$ cat src/rtl/l2_req_rr_scheduler_if.sv
// ---------------------------------------------------------------------------
// l2_req_rr_scheduler_if
//   Bundles the L1 FIFO-head side and the L2 request side of the round-robin
//   L2 request scheduler.
//
//   L1 side : enable, req_valid, req_rw, req_addr, req_data, req_id (to the
//             scheduler) and req_pop (from the scheduler, one-hot per FIFO).
//   L2 side : valid/rw/addr/data/id_L2_out and which_L1_out (registered
//             request from the scheduler), accept_L2 and rd_done_L2 (from
//             the L2), outstanding and credit_err (read-credit status).
//
//   master : the scheduler's view.
//   slave  : the environment's view (FIFOs + L2), i.e. the opposite directions.
// ---------------------------------------------------------------------------
interface l2_req_rr_scheduler_if #(
  parameter int NUM_L1S      = 2,
  parameter int NUM_L1S_LOG  = 1,
  parameter int ADDR_WIDTH   = 32,
  parameter int DATA_WIDTH   = 256,
  parameter int CPU_ID_WIDTH = 2,
  parameter int OUTST_WIDTH  = 3
) ();

  // L1 FIFO-head side
  logic                            enable;
  logic [NUM_L1S-1:0]              req_valid;
  logic [NUM_L1S-1:0]              req_rw;
  logic [NUM_L1S*ADDR_WIDTH-1:0]   req_addr;
  logic [NUM_L1S*DATA_WIDTH-1:0]   req_data;
  logic [NUM_L1S*CPU_ID_WIDTH-1:0] req_id;
  logic [NUM_L1S-1:0]              req_pop;

  // L2 request side
  logic                            valid_L2_out;
  logic                            rw_L2_out;
  logic [ADDR_WIDTH-1:0]           addr_L2_out;
  logic [DATA_WIDTH-1:0]           data_L2_out;
  logic [CPU_ID_WIDTH-1:0]         id_L2_out;
  logic [NUM_L1S_LOG-1:0]          which_L1_out;
  logic                            accept_L2;
  logic                            rd_done_L2;

  // Read-credit status
  logic [OUTST_WIDTH-1:0]          outstanding;
  logic                            credit_err;

  modport master (
    input  enable, req_valid, req_rw, req_addr, req_data, req_id,
    input  accept_L2, rd_done_L2,
    output req_pop,
    output valid_L2_out, rw_L2_out, addr_L2_out, data_L2_out, id_L2_out, which_L1_out,
    output outstanding, credit_err
  );

  modport slave (
    output enable, req_valid, req_rw, req_addr, req_data, req_id,
    output accept_L2, rd_done_L2,
    input  req_pop,
    input  valid_L2_out, rw_L2_out, addr_L2_out, data_L2_out, id_L2_out, which_L1_out,
    input  outstanding, credit_err
  );

endinterface

$ cat src/rtl/l2_req_rr_scheduler.sv
// ---------------------------------------------------------------------------
// l2_req_rr_scheduler
//   Round-robin scheduler that shares the single L2 request port between
//   NUM_L1S L1->L2 request FIFOs. It pops the granted FIFO head, registers the
//   packet and presents it to the L2 until the L2 accepts it. Reads accepted
//   by the L2 but not yet completed are capped at MAX_OUTSTANDING by a credit
//   counter; writes are never throttled by credits.
//
// Ports
//   clk    : single clock, all state on the rising edge
//   reset  : asynchronous, active-low reset
//   bus    : l2_req_rr_scheduler_if.master
//            - enable / req_* in, req_pop out (one-hot, combinational)
//            - *_L2_out and which_L1_out out (all registered)
//            - accept_L2 / rd_done_L2 in
//            - outstanding / credit_err out (registered)
// ---------------------------------------------------------------------------
module l2_req_rr_scheduler #(
  parameter int NUM_L1S         = 2,
  parameter int NUM_L1S_LOG     = 1,
  parameter int ADDR_WIDTH      = 32,
  parameter int DATA_WIDTH      = 256,
  parameter int CPU_ID_WIDTH    = 2,
  parameter int MAX_OUTSTANDING = 4,
  parameter int OUTST_WIDTH     = 3
) (
  input  logic                  clk,
  input  logic                  reset,
  l2_req_rr_scheduler_if.master bus
);

  localparam logic [0:0] ST_IDLE = 1'b0;
  localparam logic [0:0] ST_HOLD = 1'b1;

  // One extra bit so outstanding + pend_rd never wraps before the compare.
  localparam logic [OUTST_WIDTH:0]   MAX_EXT   = (OUTST_WIDTH+1)'(MAX_OUTSTANDING);
  localparam logic [NUM_L1S_LOG-1:0] PTR_RESET = NUM_L1S_LOG'(NUM_L1S-1);

  // Registered state
  logic [0:0]              state_q, state_d;
  logic [NUM_L1S_LOG-1:0]  rr_ptr_q, rr_ptr_d;
  logic                    rw_q, rw_d;
  logic [ADDR_WIDTH-1:0]   addr_q, addr_d;
  logic [DATA_WIDTH-1:0]   data_q, data_d;
  logic [CPU_ID_WIDTH-1:0] id_q, id_d;
  logic [NUM_L1S_LOG-1:0]  which_q, which_d;
  logic [OUTST_WIDTH-1:0]  outst_q, outst_d;
  logic                    cerr_q, cerr_d;

  // Combinational signals
  logic                    hold_s;
  logic                    pend_rd_s;
  logic                    room_s;
  logic [NUM_L1S-1:0]      elig_s;
  logic                    found_hi_s;
  logic                    found_lo_s;
  logic                    found_s;
  logic [NUM_L1S_LOG-1:0]  win_hi_s;
  logic [NUM_L1S_LOG-1:0]  win_lo_s;
  logic [NUM_L1S_LOG-1:0]  win_s;
  logic                    win_rw_s;
  logic [ADDR_WIDTH-1:0]   win_addr_s;
  logic [DATA_WIDTH-1:0]   win_data_s;
  logic [CPU_ID_WIDTH-1:0] win_id_s;
  logic                    slot_free_s;
  logic                    grant_s;
  logic [NUM_L1S-1:0]      req_pop_s;
  logic                    inc_s;
  logic                    dec_s;

  // Eligibility: a read needs a free credit, counting a read still sitting
  // on the L2 port (it will consume a credit when accepted).
  always_comb begin
    hold_s    = (state_q == ST_HOLD);
    pend_rd_s = hold_s & ~rw_q;
    room_s    = (({1'b0, outst_q} + {{OUTST_WIDTH{1'b0}}, pend_rd_s}) < MAX_EXT);
    elig_s    = bus.req_valid & (bus.req_rw | {NUM_L1S{room_s}});
  end

  // Round-robin winner: lowest eligible index above rr_ptr, else lowest
  // eligible index overall (wrap-around). Descending loops so the lowest
  // matching index is the last one written.
  always_comb begin
    found_hi_s = 1'b0;
    found_lo_s = 1'b0;
    win_hi_s   = {NUM_L1S_LOG{1'b0}};
    win_lo_s   = {NUM_L1S_LOG{1'b0}};
    for (int i = NUM_L1S - 1; i >= 0; i--) begin
      found_hi_s = (elig_s[i] && (i > int'(rr_ptr_q))) ? 1'b1 : found_hi_s;
      win_hi_s   = (elig_s[i] && (i > int'(rr_ptr_q))) ? NUM_L1S_LOG'(i) : win_hi_s;
      found_lo_s = elig_s[i] ? 1'b1 : found_lo_s;
      win_lo_s   = elig_s[i] ? NUM_L1S_LOG'(i) : win_lo_s;
    end
    found_s = found_hi_s | found_lo_s;
    win_s   = found_hi_s ? win_hi_s : win_lo_s;
  end

  // Select the winning FIFO head's payload.
  always_comb begin
    win_rw_s   = 1'b0;
    win_addr_s = {ADDR_WIDTH{1'b0}};
    win_data_s = {DATA_WIDTH{1'b0}};
    win_id_s   = {CPU_ID_WIDTH{1'b0}};
    for (int i = 0; i < NUM_L1S; i++) begin
      win_rw_s   = (NUM_L1S_LOG'(i) == win_s) ? bus.req_rw[i] : win_rw_s;
      win_addr_s = (NUM_L1S_LOG'(i) == win_s) ? bus.req_addr[i*ADDR_WIDTH +: ADDR_WIDTH] : win_addr_s;
      win_data_s = (NUM_L1S_LOG'(i) == win_s) ? bus.req_data[i*DATA_WIDTH +: DATA_WIDTH] : win_data_s;
      win_id_s   = (NUM_L1S_LOG'(i) == win_s) ? bus.req_id[i*CPU_ID_WIDTH +: CPU_ID_WIDTH] : win_id_s;
    end
  end

  // Grant and one-hot pop. Gated by reset so req_pop is 0 while in reset
  // regardless of the FIFO heads.
  always_comb begin
    slot_free_s = (state_q == ST_IDLE) | (hold_s & bus.accept_L2);
    grant_s     = reset & bus.enable & slot_free_s & found_s;
    req_pop_s   = {NUM_L1S{1'b0}};
    for (int i = 0; i < NUM_L1S; i++) begin
      req_pop_s[i] = grant_s & (NUM_L1S_LOG'(i) == win_s);
    end
  end

  // Next-state logic for the L2 slot.
  always_comb begin
    state_d = state_q;
    case (state_q)
      ST_IDLE: begin
        if (grant_s) begin
          state_d = ST_HOLD;
        end else begin
          state_d = ST_IDLE;
        end
      end
      ST_HOLD: begin
        if (bus.accept_L2) begin
          state_d = grant_s ? ST_HOLD : ST_IDLE;
        end else begin
          state_d = ST_HOLD;
        end
      end
      default: begin
        state_d = ST_IDLE;
      end
    endcase
  end

  // Packet capture: only on a grant, so a presented packet is stable until
  // accepted and the last packet simply lingers (valid low) after it.
  always_comb begin
    if (grant_s) begin
      rw_d     = win_rw_s;
      addr_d   = win_addr_s;
      data_d   = win_data_s;
      id_d     = win_id_s;
      which_d  = win_s;
      rr_ptr_d = win_s;
    end else begin
      rw_d     = rw_q;
      addr_d   = addr_q;
      data_d   = data_q;
      id_d     = id_q;
      which_d  = which_q;
      rr_ptr_d = rr_ptr_q;
    end
  end

  // Read-credit counter; a completion at zero is flagged, not counted.
  always_comb begin
    inc_s  = bus.accept_L2 & hold_s & ~rw_q;
    dec_s  = bus.rd_done_L2 & (outst_q != {OUTST_WIDTH{1'b0}});
    cerr_d = cerr_q | (bus.rd_done_L2 & (outst_q == {OUTST_WIDTH{1'b0}}));
    case ({inc_s, dec_s})
      2'b10:   outst_d = outst_q + {{(OUTST_WIDTH-1){1'b0}}, 1'b1};
      2'b01:   outst_d = outst_q - {{(OUTST_WIDTH-1){1'b0}}, 1'b1};
      default: outst_d = outst_q;
    endcase
  end

  // State registers with asynchronous active-low reset.
  always_ff @(posedge clk or negedge reset) begin
    if (!reset) begin
      state_q  <= ST_IDLE;
      rr_ptr_q <= PTR_RESET;
      rw_q     <= 1'b0;
      addr_q   <= {ADDR_WIDTH{1'b0}};
      data_q   <= {DATA_WIDTH{1'b0}};
      id_q     <= {CPU_ID_WIDTH{1'b0}};
      which_q  <= {NUM_L1S_LOG{1'b0}};
      outst_q  <= {OUTST_WIDTH{1'b0}};
      cerr_q   <= 1'b0;
    end else begin
      state_q  <= state_d;
      rr_ptr_q <= rr_ptr_d;
      rw_q     <= rw_d;
      addr_q   <= addr_d;
      data_q   <= data_d;
      id_q     <= id_d;
      which_q  <= which_d;
      outst_q  <= outst_d;
      cerr_q   <= cerr_d;
    end
  end

  assign bus.req_pop      = req_pop_s;
  assign bus.valid_L2_out = (state_q == ST_HOLD);
  assign bus.rw_L2_out    = rw_q;
  assign bus.addr_L2_out  = addr_q;
  assign bus.data_L2_out  = data_q;
  assign bus.id_L2_out    = id_q;
  assign bus.which_L1_out = which_q;
  assign bus.outstanding  = outst_q;
  assign bus.credit_err   = cerr_q;

endmodule

$ cat src/flat_wrapper.sv
// flat-port wrapper written by rule: the top's interface ports become plain ports
module l2_req_rr_scheduler_flat 
#(
  parameter int NUM_L1S         = 2,
  parameter int NUM_L1S_LOG     = 1,
  parameter int ADDR_WIDTH      = 32,
  parameter int DATA_WIDTH      = 256,
  parameter int CPU_ID_WIDTH    = 2,
  parameter int MAX_OUTSTANDING = 4,
  parameter int OUTST_WIDTH     = 3
)
  (clk, reset, bus_enable, bus_req_valid, bus_req_rw, bus_req_addr, bus_req_data, bus_req_id, bus_accept_L2, bus_rd_done_L2, bus_req_pop, bus_valid_L2_out, bus_rw_L2_out, bus_addr_L2_out, bus_data_L2_out, bus_id_L2_out, bus_which_L1_out, bus_outstanding, bus_credit_err);
  l2_req_rr_scheduler_if #(.NUM_L1S(NUM_L1S), .NUM_L1S_LOG(NUM_L1S_LOG), .ADDR_WIDTH(ADDR_WIDTH), .DATA_WIDTH(DATA_WIDTH), .CPU_ID_WIDTH(CPU_ID_WIDTH), .OUTST_WIDTH(OUTST_WIDTH)) bus_i ();
  input  logic clk;
  input  logic reset;
  input wire logic [$bits(bus_i.enable)-1:0] bus_enable;
  input wire logic [$bits(bus_i.req_valid)-1:0] bus_req_valid;
  input wire logic [$bits(bus_i.req_rw)-1:0] bus_req_rw;
  input wire logic [$bits(bus_i.req_addr)-1:0] bus_req_addr;
  input wire logic [$bits(bus_i.req_data)-1:0] bus_req_data;
  input wire logic [$bits(bus_i.req_id)-1:0] bus_req_id;
  input wire logic [$bits(bus_i.accept_L2)-1:0] bus_accept_L2;
  input wire logic [$bits(bus_i.rd_done_L2)-1:0] bus_rd_done_L2;
  output wire logic [$bits(bus_i.req_pop)-1:0] bus_req_pop;
  output wire logic [$bits(bus_i.valid_L2_out)-1:0] bus_valid_L2_out;
  output wire logic [$bits(bus_i.rw_L2_out)-1:0] bus_rw_L2_out;
  output wire logic [$bits(bus_i.addr_L2_out)-1:0] bus_addr_L2_out;
  output wire logic [$bits(bus_i.data_L2_out)-1:0] bus_data_L2_out;
  output wire logic [$bits(bus_i.id_L2_out)-1:0] bus_id_L2_out;
  output wire logic [$bits(bus_i.which_L1_out)-1:0] bus_which_L1_out;
  output wire logic [$bits(bus_i.outstanding)-1:0] bus_outstanding;
  output wire logic [$bits(bus_i.credit_err)-1:0] bus_credit_err;
  assign bus_i.enable = bus_enable;
  assign bus_i.req_valid = bus_req_valid;
  assign bus_i.req_rw = bus_req_rw;
  assign bus_i.req_addr = bus_req_addr;
  assign bus_i.req_data = bus_req_data;
  assign bus_i.req_id = bus_req_id;
  assign bus_i.accept_L2 = bus_accept_L2;
  assign bus_i.rd_done_L2 = bus_rd_done_L2;
  assign bus_req_pop = bus_i.req_pop;
  assign bus_valid_L2_out = bus_i.valid_L2_out;
  assign bus_rw_L2_out = bus_i.rw_L2_out;
  assign bus_addr_L2_out = bus_i.addr_L2_out;
  assign bus_data_L2_out = bus_i.data_L2_out;
  assign bus_id_L2_out = bus_i.id_L2_out;
  assign bus_which_L1_out = bus_i.which_L1_out;
  assign bus_outstanding = bus_i.outstanding;
  assign bus_credit_err = bus_i.credit_err;
  l2_req_rr_scheduler #(.NUM_L1S(NUM_L1S), .NUM_L1S_LOG(NUM_L1S_LOG), .ADDR_WIDTH(ADDR_WIDTH), .DATA_WIDTH(DATA_WIDTH), .CPU_ID_WIDTH(CPU_ID_WIDTH), .MAX_OUTSTANDING(MAX_OUTSTANDING), .OUTST_WIDTH(OUTST_WIDTH)) u_core (.clk(clk), .reset(reset), .bus(bus_i));
endmodule
$ cat config.mk
export PLATFORM = sky130hd
export DESIGN_NAME = l2_req_rr_scheduler_flat
export DESIGN_NICKNAME = d
export VERILOG_FILES = /design/src/rtl/l2_req_rr_scheduler_if.sv /design/src/rtl/l2_req_rr_scheduler.sv /design/src/flat_wrapper.sv
export SDC_FILE = /design/constraint.sdc
export NUM_CORES = 1
export LEC_CHECK = 0
export BUFFER_PORTS_ARGS = -buffer_cell sky130_fd_sc_hd__buf_2
export CAP_MARGIN = 5
export CORE_AREA = 2 2 350 352
export CTS_BUF_LIST = sky130_fd_sc_hd__clkbuf_8
export CTS_CLUSTER_DIAMETER = 200
export DETAILED_ROUTE_END_ITERATION = 10
export DIE_AREA = 0 0 352 354
export GPL_TIMING_DRIVEN = 1
export SLEW_MARGIN = 20
export SYNTH_ARGS = -nofsm -noshare
export SYNTH_HDL_FRONTEND = slang
export SYNTH_SLANG_ARGS = --single-unit
export TNS_END_PERCENT = 30
$ cat constraint.sdc
create_clock -name clk -period 3 [get_ports clk]
set_input_delay 0.3 -clock clk [delete_from_list [all_inputs] [get_ports clk]]
set_output_delay 0.3 -clock clk [all_outputs]
set_load 0.1 [all_outputs]
Yosys cells after proc, flatten, opt, wreduce, memory -nomap -nowiden
Index checks and enable logic that the tools add are counted.
- register bits after elaboration: 298
- input bits: 589
- add/subtract/negate cells: 3
- $lt $le $gt $ge: 2
- eq/ne operators: 2
- muxes and demuxes: 13
- bitwise gates (word level): 18
- reduce and logical (&&, ||, !) cells: 4
- operator list (operator ; number):
    256-bit 2-to-1 mux ; 1
    32-bit 2-to-1 mux ; 1
    1-bit AND ; 10
    1-bit 2-to-1 mux ; 8
    3-bit case mux with 2 select lines ; 1
    3-bit by 1-bit adder with 4-bit output ; 1
    4-bit by 3-bit less-than comparator with 1-bit output (second input constant) ; 1
    3-bit by 1-bit adder with 3-bit output (second input constant) ; 1
    3-bit zero test ; 1
    1-bit NOT ; 3
    1-bit OR ; 3
    3-bit nonzero test ; 1
    3-bit by 1-bit subtractor with 3-bit output (second input constant) ; 1
    2-bit AND ; 1
    2-bit by 1-bit == test with 1-bit output (second input constant) ; 1
    2-bit == test (second input constant) ; 1
    2-bit 2-to-1 mux ; 1
    2-bit OR ; 1
    1-bit case mux with 2 select lines ; 1
    2-bit nonzero test ; 1
    1-bit > comparator (first input constant) ; 1
    1-bit logical AND ; 1

Depth between registers and ports, before layout
- word-level depth: 13
- gate-level depth with buffers: 8
- gate-level depth less buffers: 8

Least setup slack after synthesis
No wires, ideal clock.
- path type: register -> output
- start point: register u_core.outst_q[0] (netlist: u_core.bus.outstanding[0])
- end point: output port bus_req_pop[0]
- arrival: 2.511 ns
- required time: 2.700 ns
- path slack: 0.189 ns
- stages on the path, launching flop included: 7
- buffers on the path: 2
- path through: dfrtp_1 -> nand4b_1 -> a31oi_1 -> nand3_1 -> buf_2 -> buf_2 -> inv_1
- cells in the longest elaborated chain, start to end: 9
- RTL lines (item ; RTL line ; source):
    from (decl) ; l2_req_rr_scheduler.sv:47 ; logic [OUTST_WIDTH-1:0] outst_q, outst_d;
    from (signal assigned) ; l2_req_rr_scheduler.sv:189 ; outst_q <= {OUTST_WIDTH{1'b0}};
    from (signal assigned) ; l2_req_rr_scheduler.sv:199 ; outst_q <= outst_d;
    3-bit by 1-bit adder with 4-bit output * ; l2_req_rr_scheduler.sv:76 ; room_s = (({1'b0, outst_q} + {{OUTST_WIDTH{1'b0}}, pend_rd_s}) < MAX_EXT);
    4-bit by 3-bit less-than comparator with 1-bit output * ; l2_req_rr_scheduler.sv:76 ;
    2-bit OR * ; l2_req_rr_scheduler.sv:77 ; elig_s = bus.req_valid & (bus.req_rw | {NUM_L1S{room_s}});
    2-bit AND * ; l2_req_rr_scheduler.sv:77 ;
    1-bit 2-to-1 mux / 1-bit logical AND (equally long branches) ; n/a ;
    1-bit 2-to-1 mux, on equally long branches ; n/a ;
    1-bit OR / 1-bit 2-to-1 mux (equally long branches) ; l2_req_rr_scheduler.sv:94, l2_req_rr_scheduler.sv:95 ;
    1-bit AND / 1-bit NOT (equally long branches) ; n/a ;
    1-bit AND * ; l2_req_rr_scheduler.sv:119 ; req_pop_s[i] = grant_s & (NUM_L1S_LOG'(i) == win_s);
    to (decl) ; flat_wrapper.sv:24 ; output wire logic [$bits(bus_i.req_pop)-1:0] bus_req_pop;
Every way passes the cells marked *; elsewhere a longest branch is shown, timed or not.

Worst setup path after layout
- start point: register u_core.rw_q (netlist: u_core.bus.rw_L2_out)
- end point: register u_core.data_q[102] (netlist: u_core.bus.data_L2_out[102])
- cells in the longest elaborated chain, start to end: 10
- RTL lines (item ; RTL line ; source):
    from (decl) ; l2_req_rr_scheduler.sv:42 ; logic rw_q, rw_d;
    from (signal assigned) ; l2_req_rr_scheduler.sv:194 ; rw_q <= rw_d;
    1-bit NOT * ; l2_req_rr_scheduler.sv:75 ; pend_rd_s = hold_s & ~rw_q;
    1-bit AND * ; l2_req_rr_scheduler.sv:75 ;
    3-bit by 1-bit adder with 4-bit output * ; l2_req_rr_scheduler.sv:76 ;
    4-bit by 3-bit less-than comparator with 1-bit output * ; l2_req_rr_scheduler.sv:76 ;
    2-bit OR * ; l2_req_rr_scheduler.sv:77 ;
    2-bit AND * ; l2_req_rr_scheduler.sv:77 ;
    1-bit 2-to-1 mux / 1-bit logical AND (equally long branches) ; n/a ;
    1-bit 2-to-1 mux, on equally long branches ; n/a ;
    1-bit 2-to-1 mux / 1-bit OR (equally long branches) ; l2_req_rr_scheduler.sv:95, l2_req_rr_scheduler.sv:94 ;
    256-bit 2-to-1 mux / 1-bit AND (equally long branches) ; l2_req_rr_scheduler.sv:107, l2_req_rr_scheduler.sv:116 ;
    to (signal assigned) ; l2_req_rr_scheduler.sv:186 ; data_q <= {DATA_WIDTH{1'b0}};
    to (signal assigned) ; l2_req_rr_scheduler.sv:196 ; data_q <= data_d;
    to (decl) ; l2_req_rr_scheduler.sv:44 ; logic [DATA_WIDTH-1:0] data_q, data_d;
Marked as above.
A chain may end at the register's enable or synchronous reset.

==> flow_metrics.env <==
export IMPL_status="finished, final reports clean"
export IMPL_ys_seq_area_frac=0.456
export IMPL_grt_usage=0.146
export IMPL_r2r_cells=6
export IMPL_arrival_ps=3540
export IMPL_synth_top_cell_by_area="dfrtp_1"
export IMPL_port_buffers=887
export IMPL_min_path_cells=4
export IMPL_ir_drop_mv=1.08
export IMPL_core_mm2=0.121
export IMPL_ys_warn_count=0
export IMPL_rsz0062_at_grt="true"
export IMPL_synth_simple_area_share=0.117
export IMPL_fin_crit_ps=2920
export IMPL_post_drt_wl_per_cell_um=19.9
export IMPL_vias_per_cell=4.07
export IMPL_post_dp_hpwl_mm=66.8
export IMPL_remaining_drc_errors=0
export IMPL_layout_area_seq_mm2=0.00746
export IMPL_leakagePower_nw=14.7
export IMPL_power_total_w=0.0381
export IMPL_drive_above_1_share=0.390
export IMPL_powerDensity_mw_per_mm2=1280
export IMPL_fin_ws_ps=82.2
export IMPL_timing_final_crit_share=0.973
export IMPL_syn_area_mm2=0.0164
export IMPL_placed_area_mm2=0.0225
export IMPL_synth_common_cells="589 x inv_1, 297 x dfrtp_1, 291 x nand4_1, 200 x o221ai_2, 91 x o221ai_1"
export IMPL_antenna_found_initial=72
export IMPL_synth_cells=1659
export IMPL_yosysMostFrequentCell="inv_1"
export IMPL_syn_area_per_cell_um2=9.86
export IMPL_grt_first_pass_wirelength_mm=136
export IMPL_clock_sinks=298
export IMPL_synth_area_mux_share=0.000612
export IMPL_yosys_area_top_type_share=0.454
export IMPL_fillers=12902
export IMPL_start_util=0.135
export IMPL_clk_latency_ps=710
export IMPL_yosysUniqueCellTypes=29
export IMPL_grt_pass1_vias=20023
export IMPL_maxCapViolations=0
export IMPL_synth_compound_area_frac=0.236
export IMPL_fin_setup_tns_ps=0
export IMPL_setup_violations=0
export IMPL_htreeDepth=2
export IMPL_firstDrtPassIters=6
export IMPL_cp_required_ps=3620
export IMPL_cp_start_kind="flop"
export IMPL_ys_ff_latch=298
export IMPL_die_x_um=352
export IMPL_final_antenna_net_count=0
export IMPL_place_ws_ps=578
export IMPL_multiInputGateArea_mm2=0.00588
export IMPL_relSlewSlack=0.316
export IMPL_clk_pin_slew_worst_paths_ps=60
export IMPL_first_iter_violations=1630
export IMPL_tightest_slew_ps=1020
export IMPL_hold_viol=0
export IMPL_yosys_area_share_adder=0.00199
export IMPL_clk_path_buf_depth=3
export IMPL_num_rows=128
export IMPL_die_h_um=354
export IMPL_synthTopCellsByArea="dfrtp_1 45%, o221ai_2 18%, inv_1 14%"
export IMPL_crit_path_end_kind="flop"
export IMPL_nets=3656
export IMPL_overflow=0
export IMPL_crit_fanout=106
export IMPL_grt_max_degree=116
export IMPL_yosys_area_share_xor_xnor=0.00161
export IMPL_syn_to_final_growth_pct=81.7
export IMPL_routed_wl_mm=94.8
export IMPL_tritoncts="done"
export IMPL_design_area_mm2=0.0297
export IMPL_slew_violations=0
export IMPL_num_vias=19377
export IMPL_holdCritPathClass="in -> reg"
export IMPL_worstSetupPathType="reg -> reg"
export IMPL_pin_count=888
export IMPL_synth_top_flop_cell="dfrtp_1"
export IMPL_clock_fmax_mhz=343
export IMPL_ff2ff_setup_slack_ps=80
export IMPL_async_flop_share=1.00
export IMPL_cts_buffers=60
export IMPL_cts_root_buf="clkbuf_8"
export IMPL_die_area_mm2=0.125
export IMPL_fin_skew_ps=37.1
export IMPL_syn_nets=2250
export IMPL_synth_top_family_by_area="compound AO/OA/AOI/OAI gates"
export IMPL_gp_congestion=0.921
export IMPL_synth_edff_count=0
-- layer usage --
layer	vias up	track usage	wire (um)
met1	9428	0.178	38000
met5	-	0	201
met2	1014	0.226	43000
met3	228	0.0582	9810
li1	8677	-	-
met4	30	0.0644	3780
-- cells by family after synthesis --
group | count (synthesis)
AOI/OAI and AO/OA | 299
and+or+nand+nor | 306
muxes | 1
adders and majority gates | 2
xor gates and xnor gates | 3
DFF | 298
buffers and inverters | 750
-- cell type report --
| cell class | count | area share |
|---|---|---|
| inverters | 589 | 0.0744 |
| multi-input cells | 611 | 0.198 |
| flip-flops and latches | 298 | 0.251 |
| well taps | 1625 | 0.0684 |
| repair buffers | 1505 | 0.365 |
| diodes | 27 | 0.00227 |
| clock buffers | 72 | 0.0333 |
| clock inverters | 38 | 0.00749 |
-- power by group --
part | leakage (nW) | total [W] | switching [W] | internal [W]
Combinational | 10.3 | 0.0265 | 0.0203 | 0.00620
Sequential | 3.68 | 0.00725 | 0.00123 | 0.00603
Clock | 0.714 | 0.00438 | 0.00205 | 0.00234
-- placed cells by master (no fill, tap or decap), drive strengths merged --
cell         netlist  routed
a21o               1       1
a22o               2       2
a31oi              2       2
and3               1       1
and3b              1       1
buf               77     918
bufbuf             0       1
bufinv             0       2
clkbuf            84      72
clkinv             0      10
clkinvlp           0       2
dfrtp            297     297
dfstp              1       1
diode              0      27
dlygate4sd3        0     586
fa                 1       1
ha                 1       1
inv              589     613
mux2i              1       1
nand2              1       1
nand3              3       3
nand4            291     291
nand4b             1       1
nor2               2       2
nor2b              4       4
nor3               1       1
o21a               1       1
o21ai              2       2
o221ai           291     291
or2                1       1
xnor2              1       1
xor2               2       2
-- final timing paths --
path,startpoint,end
min in group asynchronous,reset,u_core.bus.data_L2_out[214]
max reg2reg,u_core.bus.rw_L2_out,u_core.bus.data_L2_out[102]
min reg2reg,u_core.bus.credit_err,u_core.bus.credit_err
max,u_core.bus.rw_L2_out,u_core.bus.data_L2_out[102]
max in group asynchronous,reset,u_core.bus.data_L2_out[172]
min,bus_req_rw[1],u_core.rr_ptr_q
-- through the flow --
step           hold WS [ps]  cells  utilization
6_report                225   4765        0.246
4_1_cts                97.0   4738        0.245
2_1_floorplan          4.41   1659            -
3_5_place_dp            162   4041        0.186
3_3_place_gp            160   4041        0.186
5_1_grt                 179   4755        0.246
-- critical path, cell delays in order, from the launching register on --
cell and delay [ps]:
dfrtp_1 380, nand4b_1 340, a22o_4 370, o21a_4 280
buf_16 240, o221ai_2 360, dlygate4sd3_1 590
-- flip-flops by register name, summed over array words and instances (netlist names) --
register                 cells
u_core.bus.data_L2_out     256
u_core.bus.outstanding       3
u_core.bus.id_L2_out         2
u_core.bus.addr_L2_out      32
u_core.bus.credit_err        1
u_core.rr_ptr_q              1
u_core.bus.valid_L2_out      1
u_core.bus.rw_L2_out         1
u_core.bus.which_L1_out      1
-- timing repair --
item | 4_1_cts | 5_1_grt
gates cloned | 1 | 0
endpoints found under the setup margin | 1 | 52
hold buffers | 586 | 0
pin swaps | 0 | 2
gates resized for setup | 1 | 2
buffers inserted | 0 | 0
hold endpoints to repair | 370 | 0
Note: power is estimated with default switching activity, not from simulation.
